--- src/rtl/muldiv_ctrl.sv ---
// Iterative signed 32x32 multiply / divide unit: shift-add MULT and restoring DIV, 32 cycles each.
// Optional build macro MULDIV_DIV_ZERO_EXC_EN: short-circuit DIV by zero with a div_zero pulse.
module muldiv_ctrl #(
    parameter int WIDTH = 32
) (
    input  logic             clk,
    input  logic             reset,
    input  logic             mult_start,
    input  logic             div_start,
    input  logic [WIDTH-1:0] op_a,
    input  logic [WIDTH-1:0] op_b,
    output logic             busy,
    output logic             done,
    output logic             hi_lo_we,
    output logic [WIDTH-1:0] hi,
    output logic [WIDTH-1:0] lo,
    output logic             div_zero
);

    typedef enum logic [1:0] {IDLE, MULT, DIV, DONE} state_t;

    function automatic logic [WIDTH-1:0] mag(input logic signed [WIDTH-1:0] v);
        return v[WIDTH-1] ? WIDTH'(-v) : WIDTH'(v);
    endfunction

    function automatic logic [WIDTH-1:0] neg_w(input logic neg, input logic signed [WIDTH-1:0] v);
        return neg ? WIDTH'(-v) : WIDTH'(v);
    endfunction

    function automatic logic [2*WIDTH-1:0] neg_2w(input logic neg, input logic signed [2*WIDTH-1:0] v);
        return neg ? (2*WIDTH)'(-v) : (2*WIDTH)'(v);
    endfunction

    state_t           state_q, state_d;
    logic [4:0]       cnt_q, cnt_d;
    logic [WIDTH-1:0] mag_a_q, mag_a_d;
    logic [WIDTH-1:0] mag_b_q, mag_b_d;
    logic [WIDTH-1:0] work_hi_q, work_hi_d;
    logic [WIDTH-1:0] work_lo_q, work_lo_d;
    logic             neg_hi_q, neg_hi_d;
    logic             neg_lo_q, neg_lo_d;
    logic             is_div_q, is_div_d;
    logic             bzero_q, bzero_d;
    logic [WIDTH-1:0] hi_q, hi_d;
    logic [WIDTH-1:0] lo_q, lo_d;

    logic [WIDTH:0]     mul_sum;
    logic [WIDTH:0]     div_shift;
    logic [WIDTH:0]     div_diff;
    logic [2*WIDTH-1:0] prod_fix;
    logic [WIDTH-1:0]   corr_hi, corr_lo;
    logic               in_done, dz_event, we;

    assign in_done = (state_q == DONE);
`ifdef MULDIV_DIV_ZERO_EXC_EN
    assign dz_event = in_done && is_div_q && bzero_q;
`else
    assign dz_event = 1'b0;
`endif
    assign we       = in_done && !dz_event;
    assign busy     = (state_q != IDLE);
    assign done     = in_done;
    assign hi_lo_we = we;
    assign div_zero = dz_event;

    // Result is presented combinationally during DONE, then held in hi_q/lo_q
    assign hi = we ? corr_hi : hi_q;
    assign lo = we ? corr_lo : lo_q;

    always_comb begin
        mul_sum   = {1'b0, work_hi_q} + (work_lo_q[0] ? {1'b0, mag_a_q} : {(WIDTH+1){1'b0}});
        div_shift = {work_hi_q, work_lo_q[WIDTH-1]};
        div_diff  = div_shift - {1'b0, mag_b_q};
        prod_fix  = neg_2w(neg_hi_q, {work_hi_q, work_lo_q});
        if (is_div_q) begin
            // Divide by zero leaves the all-ones quotient uncorrected
            corr_lo = bzero_q ? {WIDTH{1'b1}} : neg_w(neg_lo_q, work_lo_q);
            corr_hi = neg_w(neg_hi_q, work_hi_q);
        end else begin
            corr_hi = prod_fix[2*WIDTH-1:WIDTH];
            corr_lo = prod_fix[WIDTH-1:0];
        end
    end

    always_comb begin
        state_d   = state_q;
        cnt_d     = cnt_q;
        mag_a_d   = mag_a_q;
        mag_b_d   = mag_b_q;
        work_hi_d = work_hi_q;
        work_lo_d = work_lo_q;
        neg_hi_d  = neg_hi_q;
        neg_lo_d  = neg_lo_q;
        is_div_d  = is_div_q;
        bzero_d   = bzero_q;
        hi_d      = hi_q;
        lo_d      = lo_q;
        case (state_q)
            IDLE: begin
                if (mult_start) begin
                    state_d   = MULT;
                    cnt_d     = 5'd0;
                    mag_a_d   = mag(op_a);
                    work_hi_d = '0;
                    work_lo_d = mag(op_b);
                    neg_hi_d  = op_a[WIDTH-1] ^ op_b[WIDTH-1];
                    neg_lo_d  = op_a[WIDTH-1] ^ op_b[WIDTH-1];
                    is_div_d  = 1'b0;
                    bzero_d   = 1'b0;
                end else if (div_start) begin
                    state_d   = DIV;
                    cnt_d     = 5'd0;
                    mag_b_d   = mag(op_b);
                    work_hi_d = '0;
                    work_lo_d = mag(op_a);
                    neg_hi_d  = op_a[WIDTH-1];
                    neg_lo_d  = op_a[WIDTH-1] ^ op_b[WIDTH-1];
                    is_div_d  = 1'b1;
                    bzero_d   = (op_b == '0);
`ifdef MULDIV_DIV_ZERO_EXC_EN
                    if (op_b == '0) state_d = DONE;
`endif
                end
            end
            MULT: begin
                {work_hi_d, work_lo_d} = {mul_sum, work_lo_q[WIDTH-1:1]};
                cnt_d = cnt_q + 5'd1;
                if (cnt_q == 5'd31) state_d = DONE;
            end
            DIV: begin
                // Restoring step: quotient bits shift in at the bottom of work_lo
                if (div_shift >= {1'b0, mag_b_q}) begin
                    work_hi_d = div_diff[WIDTH-1:0];
                    work_lo_d = {work_lo_q[WIDTH-2:0], 1'b1};
                end else begin
                    work_hi_d = div_shift[WIDTH-1:0];
                    work_lo_d = {work_lo_q[WIDTH-2:0], 1'b0};
                end
                cnt_d = cnt_q + 5'd1;
                if (cnt_q == 5'd31) state_d = DONE;
            end
            DONE: begin
                state_d = IDLE;
                if (we) begin
                    hi_d = corr_hi;
                    lo_d = corr_lo;
                end
            end
            default: state_d = IDLE;
        endcase
    end

    always_ff @(posedge clk) begin
        if (reset) begin
            state_q   <= IDLE;
            cnt_q     <= '0;
            mag_a_q   <= '0;
            mag_b_q   <= '0;
            work_hi_q <= '0;
            work_lo_q <= '0;
            neg_hi_q  <= 1'b0;
            neg_lo_q  <= 1'b0;
            is_div_q  <= 1'b0;
            bzero_q   <= 1'b0;
            hi_q      <= '0;
            lo_q      <= '0;
        end else begin
            state_q   <= state_d;
            cnt_q     <= cnt_d;
            mag_a_q   <= mag_a_d;
            mag_b_q   <= mag_b_d;
            work_hi_q <= work_hi_d;
            work_lo_q <= work_lo_d;
            neg_hi_q  <= neg_hi_d;
            neg_lo_q  <= neg_lo_d;
            is_div_q  <= is_div_d;
            bzero_q   <= bzero_d;
            hi_q      <= hi_d;
            lo_q      <= lo_d;
        end
    end

endmodule

--- config.mk ---
export PLATFORM = sky130hd
export DESIGN_NAME = muldiv_ctrl
export DESIGN_NICKNAME = d
export VERILOG_FILES = /design/src/rtl/muldiv_ctrl.sv
export SDC_FILE = /design/constraint.sdc
export NUM_CORES = 1
export LEC_CHECK = 0
export ABC_AREA = 1
export CORE_UTILIZATION = 36
export CTS_BUF_LIST = sky130_fd_sc_hd__clkbuf_8
export DETAILED_ROUTE_END_ITERATION = 10
export PLACE_DENSITY_LB_ADDON = 0.08
export SLEW_MARGIN = 20
export SYNTH_ARGS = -nofsm -noshare
export SYNTH_HDL_FRONTEND = slang
export SYNTH_SLANG_ARGS = --single-unit
--- constraint.sdc ---
create_clock -name clk -period 2.3 [get_ports clk]
set_input_delay 0.345 -clock clk [delete_from_list [all_inputs] [get_ports clk]]
set_output_delay 0.345 -clock clk [all_outputs]
set_load 0.01 [all_outputs]
==> results list <==
- The flow ran to the end, but the final reports show violations.
- Violated checks: negative setup slack
- Std cell rows: between 80 and 90
- Setup repair after global routing could not meet its margin everywhere.
- Worst hold slack: between 0.3 and 0.4 ns
* Worst endpoint required time: 1.96 ns
* Max-cap violations: 0
- Total setup violations reported at the end of the flow: 98
- Dividing the synthesized area by the synthesized cell count gives ~5.8 µm².
* Routability cong.: between 0.9 and 1
- Counting along the longest clock path gives a buffer depth of 3.
- After the flow finishes, the layout carries non-filler instances totaling between 5k and 6k.
- STA classifies the critical path endpoint as an output pin.
- In this run the most used layer during global routing was met2.
* Total of hold buffers inserted after clock tree synthesis: 0
- In this run the static leakage power is ~16 nW.
- Of the total power, the share spent switching nets is 0.475.
- Die width: roughly 240 µm
- Post-route DRC: 0
- Count of buffering cells on the critical path with inverters included: 6
- Summed over all nets, the half-perimeter wirelength after detailed placement is roughly 74000 µm.
- Startpoint of the lowest-slack register-to-register path: work_lo_q[0]$_SDFFE_PP0P_
* First-pass GRT wire length: around 140000 µm
* Peak supply drop: approximately 1.1 mV
* Post-detailed-route count of antenna-violating nets: 0
- Final core utilization: 0.576
- Yosys mapped a number of flops with a built-in enable equal to 0.
- For this configuration, the core starts out at a cell density of 0.365.
- Net switching power figure: ~14 mW
- Filler cell count: around 5.4k
- Before antenna repair, the detailed router went through 5 iterations.
* Startpoint of the worst setup timing path: work_lo_q[0]$_SDFFE_PP0P_
- Of the total synthesized cell area, the portion taken by XOR and XNOR cells is 0.0394.
- In the global route stage, met1 resource usage came out at 0.443.
- Startpoint class of the critical path: flip-flop
- After layout, the minimum clock period comes to roughly 3.1 ns.
- In the global route stage, met2 resource usage came out at 0.562.
- Buffers added on ports: roughly 130
- In the final layout, the share of cells above drive strength 1 is 0.348.
* DRT Wirelength: roughly 96000 µm
- In this run the worst path has a maximum fanout of 3.
* Placeable Area: roughly 54000 µm²
* Fraction of synthesized area in multiplexers: 0
- After global routing the overflow that remains totals 0.
- Clock net sink count: roughly 200
- Chain of cells forming the critical path: inv_2, ha_4, nand3_4, nor2_8, buf_6, nand4_4, nand3b_4, nand2_8, buf_12, buf_6, nand2_4, nand2_2, nand2_2, nand3_2, nand2_2, inv_2, buf_6
- The initial antenna violation count was 1.
- Peak per-stage delay on the critical path: between 0.3 and 0.4 ns
* Number of instances in the synthesized netlist: 3416
- DR iter-0 viols: between 2k and 2.5k
- Routed wire per std cell: approximately 19 µm
- Complex-gate fraction of the synthesized area: 0.169
- On the critical path the largest part of the delay comes from simple AND/OR/NAND/NOR gates.
- Cts bufs inserted: 40
- Worst setup path class: flip-flop to output pin
- The die covers roughly 56000 µm².
- Of the total synthesized cell area, the portion taken by full adders, half adders and majority gates is 0.0489.
- Max Slew Vio Count: 0
* H-tree levels: 2
- After clock tree synthesis, the clock-pin slew on the worst setup and hold paths is about 0.060 ns.
- Internal power comes to 15.3 mW.
* CTS root buf: sky130_fd_sc_hd__clkbuf_8
* Number of I/O pins: 136
- Across every metal layer, demand over resource in global routing totals 0.336.
* Synth-to-Final Area Change: 57.7%
* Final Worst Setup Slack: -0.765 ns
* Hold Crit Class: input port to flip-flop
* Dominant combinational cell family by area after synthesis: simple AND/OR/NAND/NOR gates
* Number of vias per cell: about 5.1
- Sequential power share: 0.169
- Share of synthesized cell area in and, or, nand and nor gates: 0.406
- Headroom to the max-slew limit came out at 0.547.
- Share of the cycle needed by the critical path after routing: 1.33
- The hold violation total from the final report was 0.
- Data on the critical path arrives at its endpoint at ~2.7 ns.
- Chip height: 236 µm
* Worst slack after detailed placement: -0.633 ns
* Async set or reset register ratio after synthesis: 0
- Synth Flop Type: sky130_fd_sc_hd__dfxtp_1
- For the final routed database, the setup TNS stands at -44.93 ns.
- Number of global-route vias before repair: about 25k
- Across the routed clock network, the largest skew measured is 0.0431 ns.
- Net count of the mapped netlist: 3560
- F_max: ~0.33 GHz
- Register area share after synthesis: 0.206
- Instance area after placement: about 27000 µm²
- Among all stages on the critical path, the largest delay is contributed by sky130_fd_sc_hd__dfxtp_2.
- Counting flops and latches in the post-synthesis netlist gives roughly 200.
* Min-Delay Startpoint: reset
- Area of the mapped netlist: approximately 20000 µm²
* Total power of the final layout: between 20 and 30 mW
- The final route contains ~26k vias.
- In this run the power density over the cells is 933 nW/µm².
* GR Layer Usage met3: 0.0272
* Total number of yosys warnings: 0
- The share of total power dissipated in combinational logic is 0.706.
- Area occupied by multi-input gates: about 15000 µm²
- TritonCTS built the clock tree.
* Net total in the final layout: 4456
- Maximum number of pins on one net before global-route repair: around 120
- Counting tap cells, the placed design contains a total of about 4.8k instances.
- Later-pin clock latency in the skew report: roughly 0.61 ns
* Fraction of power consumed by the clock network: 0.126
- Worst slew pin tran: 0.680 ns
- Non-Filler Cell Area, Final: 31100 µm²
* Number of distinct library cell variants in the gate-level netlist after synthesis: 56
- Register cell area after layout: roughly 4200 µm²
power groups by stage:
stage	clock [mW]	combinational, mW	sequential [mW]
2_1_floorplan	0	8.68	4.74
3_3_place_gp	0	16.2	4.75
3_5_place_dp	0	16.3	4.77
4_1_cts	3.75	19.4	4.85
5_1_grt	3.93	22.0	4.97
6_report	3.66	20.5	4.90
cells in the final DEF, fill, tap and decap left out, types with 88 or more instances in the layout:
cell,netlist,final
sky130_fd_sc_hd__nand2_1,906,823
sky130_fd_sc_hd__buf_4,6,731
sky130_fd_sc_hd__inv_1,490,477
sky130_fd_sc_hd__nor2_1,317,275
sky130_fd_sc_hd__nand3_1,313,259
sky130_fd_sc_hd__a21oi_1,241,225
sky130_fd_sc_hd__o21ai_0,204,160
sky130_fd_sc_hd__dfxtp_1,203,157
sky130_fd_sc_hd__buf_6,8,114
sky130_fd_sc_hd__nand2_2,27,88
kinds of logic (layout without fill, tap and decap cells):
group                    count (synthesis)  in the layout
AND/OR/NAND/NOR                       1791           1791
buffers and inverters                  658           1582
AO/OA/AOI/OAI                          599            599
flip-flops                             203            203
XOR/XNOR                                88             88
adder cells (fa/ha/maj)                 76             76
other                                    1              2
cell type report:
type,count,area share
multi-input combinational,2555,0.481
sequential,203,0.133
antenna,1,0.0000804
inverter,515,0.0630
timing repair buffer,997,0.270
clock buffer,45,0.0199
tap,696,0.0280
clock inverter,25,0.00482
repair_timing:
item / in CTS / in global routing
gates cloned: 7 / 0
buffers inserted: 148 / 38
gates resized for setup: 719 / 207
pin swaps: 163 / 129
setup endpoints to repair: 100 / 111
endpoints found under the hold margin: 0 / 0
path summary, 6_finish.rpt:
kind / cells past startpoint / end / slack [ns]
worst max-delay path: 17 / hi[10] / -0.77
worst min-delay path: 4 / cnt_q[4]$_SDFFE_PP0P_ / 0.32
worst max register to register: 24 / lo_q[24]$_SDFF_PP0_ / -0.66
worst min register to register: 2 / hi_q[5]$_SDFF_PP0_ / 0.47
worst min-delay path: cells and delay by family:
kind	cells	cell delay, ns
compound gates	1	0.16
simple gates	1	0.05
buf+inv	2	0.32
sequential cells by signal, indices dropped and copies added, names as in the netlist:
name       count
mag_a_q       32
cnt_q          5
state_q        2
hi_q          32
mag_b_q       32
work_lo_q     32
neg_lo_q       1
work_hi_q     32
neg_hi_q       1
lo_q          32
is_div_q       1
bzero_q        1
layer usage:
metal | vias to the layer above | routed length [µm]
met4 | 0 | 4600
met1 | 12043 | 41900
met2 | 871 | 44400
li1 | 12796 | -
met3 | 195 | 4810
met5 | - | 0
Yosys cell counts (4+ instances only):
library cell	count	area share
sky130_fd_sc_hd__a21oi_2	9	0.0040
sky130_fd_sc_hd__nor2_1	317	0.060
sky130_fd_sc_hd__a21oi_1	241	0.061
sky130_fd_sc_hd__inv_2	16	0.0030
sky130_fd_sc_hd__buf_4	6	0.0023
sky130_fd_sc_hd__xor2_1	69	0.031
sky130_fd_sc_hd__or2_2	32	0.010
sky130_fd_sc_hd__nand2_1	906	0.17
sky130_fd_sc_hd__nand2_2	27	0.0086
sky130_fd_sc_hd__o21ai_1	16	0.0041
sky130_fd_sc_hd__dfxtp_1	203	0.21
sky130_fd_sc_hd__ha_1	74	0.047
sky130_fd_sc_hd__nor2_4	11	0.0063
sky130_fd_sc_hd__nand3_2	13	0.0066
sky130_fd_sc_hd__o21bai_1	7	0.0027
sky130_fd_sc_hd__o211ai_1	66	0.025
sky130_fd_sc_hd__nor4_1	11	0.0035
sky130_fd_sc_hd__clkbuf_1	87	0.017
sky130_fd_sc_hd__nor3_1	33	0.0084
sky130_fd_sc_hd__buf_6	8	0.0046
sky130_fd_sc_hd__nor2_2	28	0.0089
sky130_fd_sc_hd__buf_1	18	0.0034
sky130_fd_sc_hd__o21a_1	7	0.0027
sky130_fd_sc_hd__and2_1	12	0.0038
sky130_fd_sc_hd__a21o_1	6	0.0023
sky130_fd_sc_hd__a31oi_1	4	0.0013
sky130_fd_sc_hd__o22ai_1	26	0.0082
sky130_fd_sc_hd__nand2_4	8	0.0046
sky130_fd_sc_hd__clkinv_1	8	0.0015
sky130_fd_sc_hd__buf_2	24	0.0061
sky130_fd_sc_hd__nand4_1	50	0.016
sky130_fd_sc_hd__xnor2_1	18	0.0080
sky130_fd_sc_hd__o21ai_0	204	0.052
sky130_fd_sc_hd__nand3_1	313	0.079
sky130_fd_sc_hd__inv_1	490	0.093
sky130_fd_sc_hd__nand3b_1	13	0.0049
(Power assumes the default switching activity.)
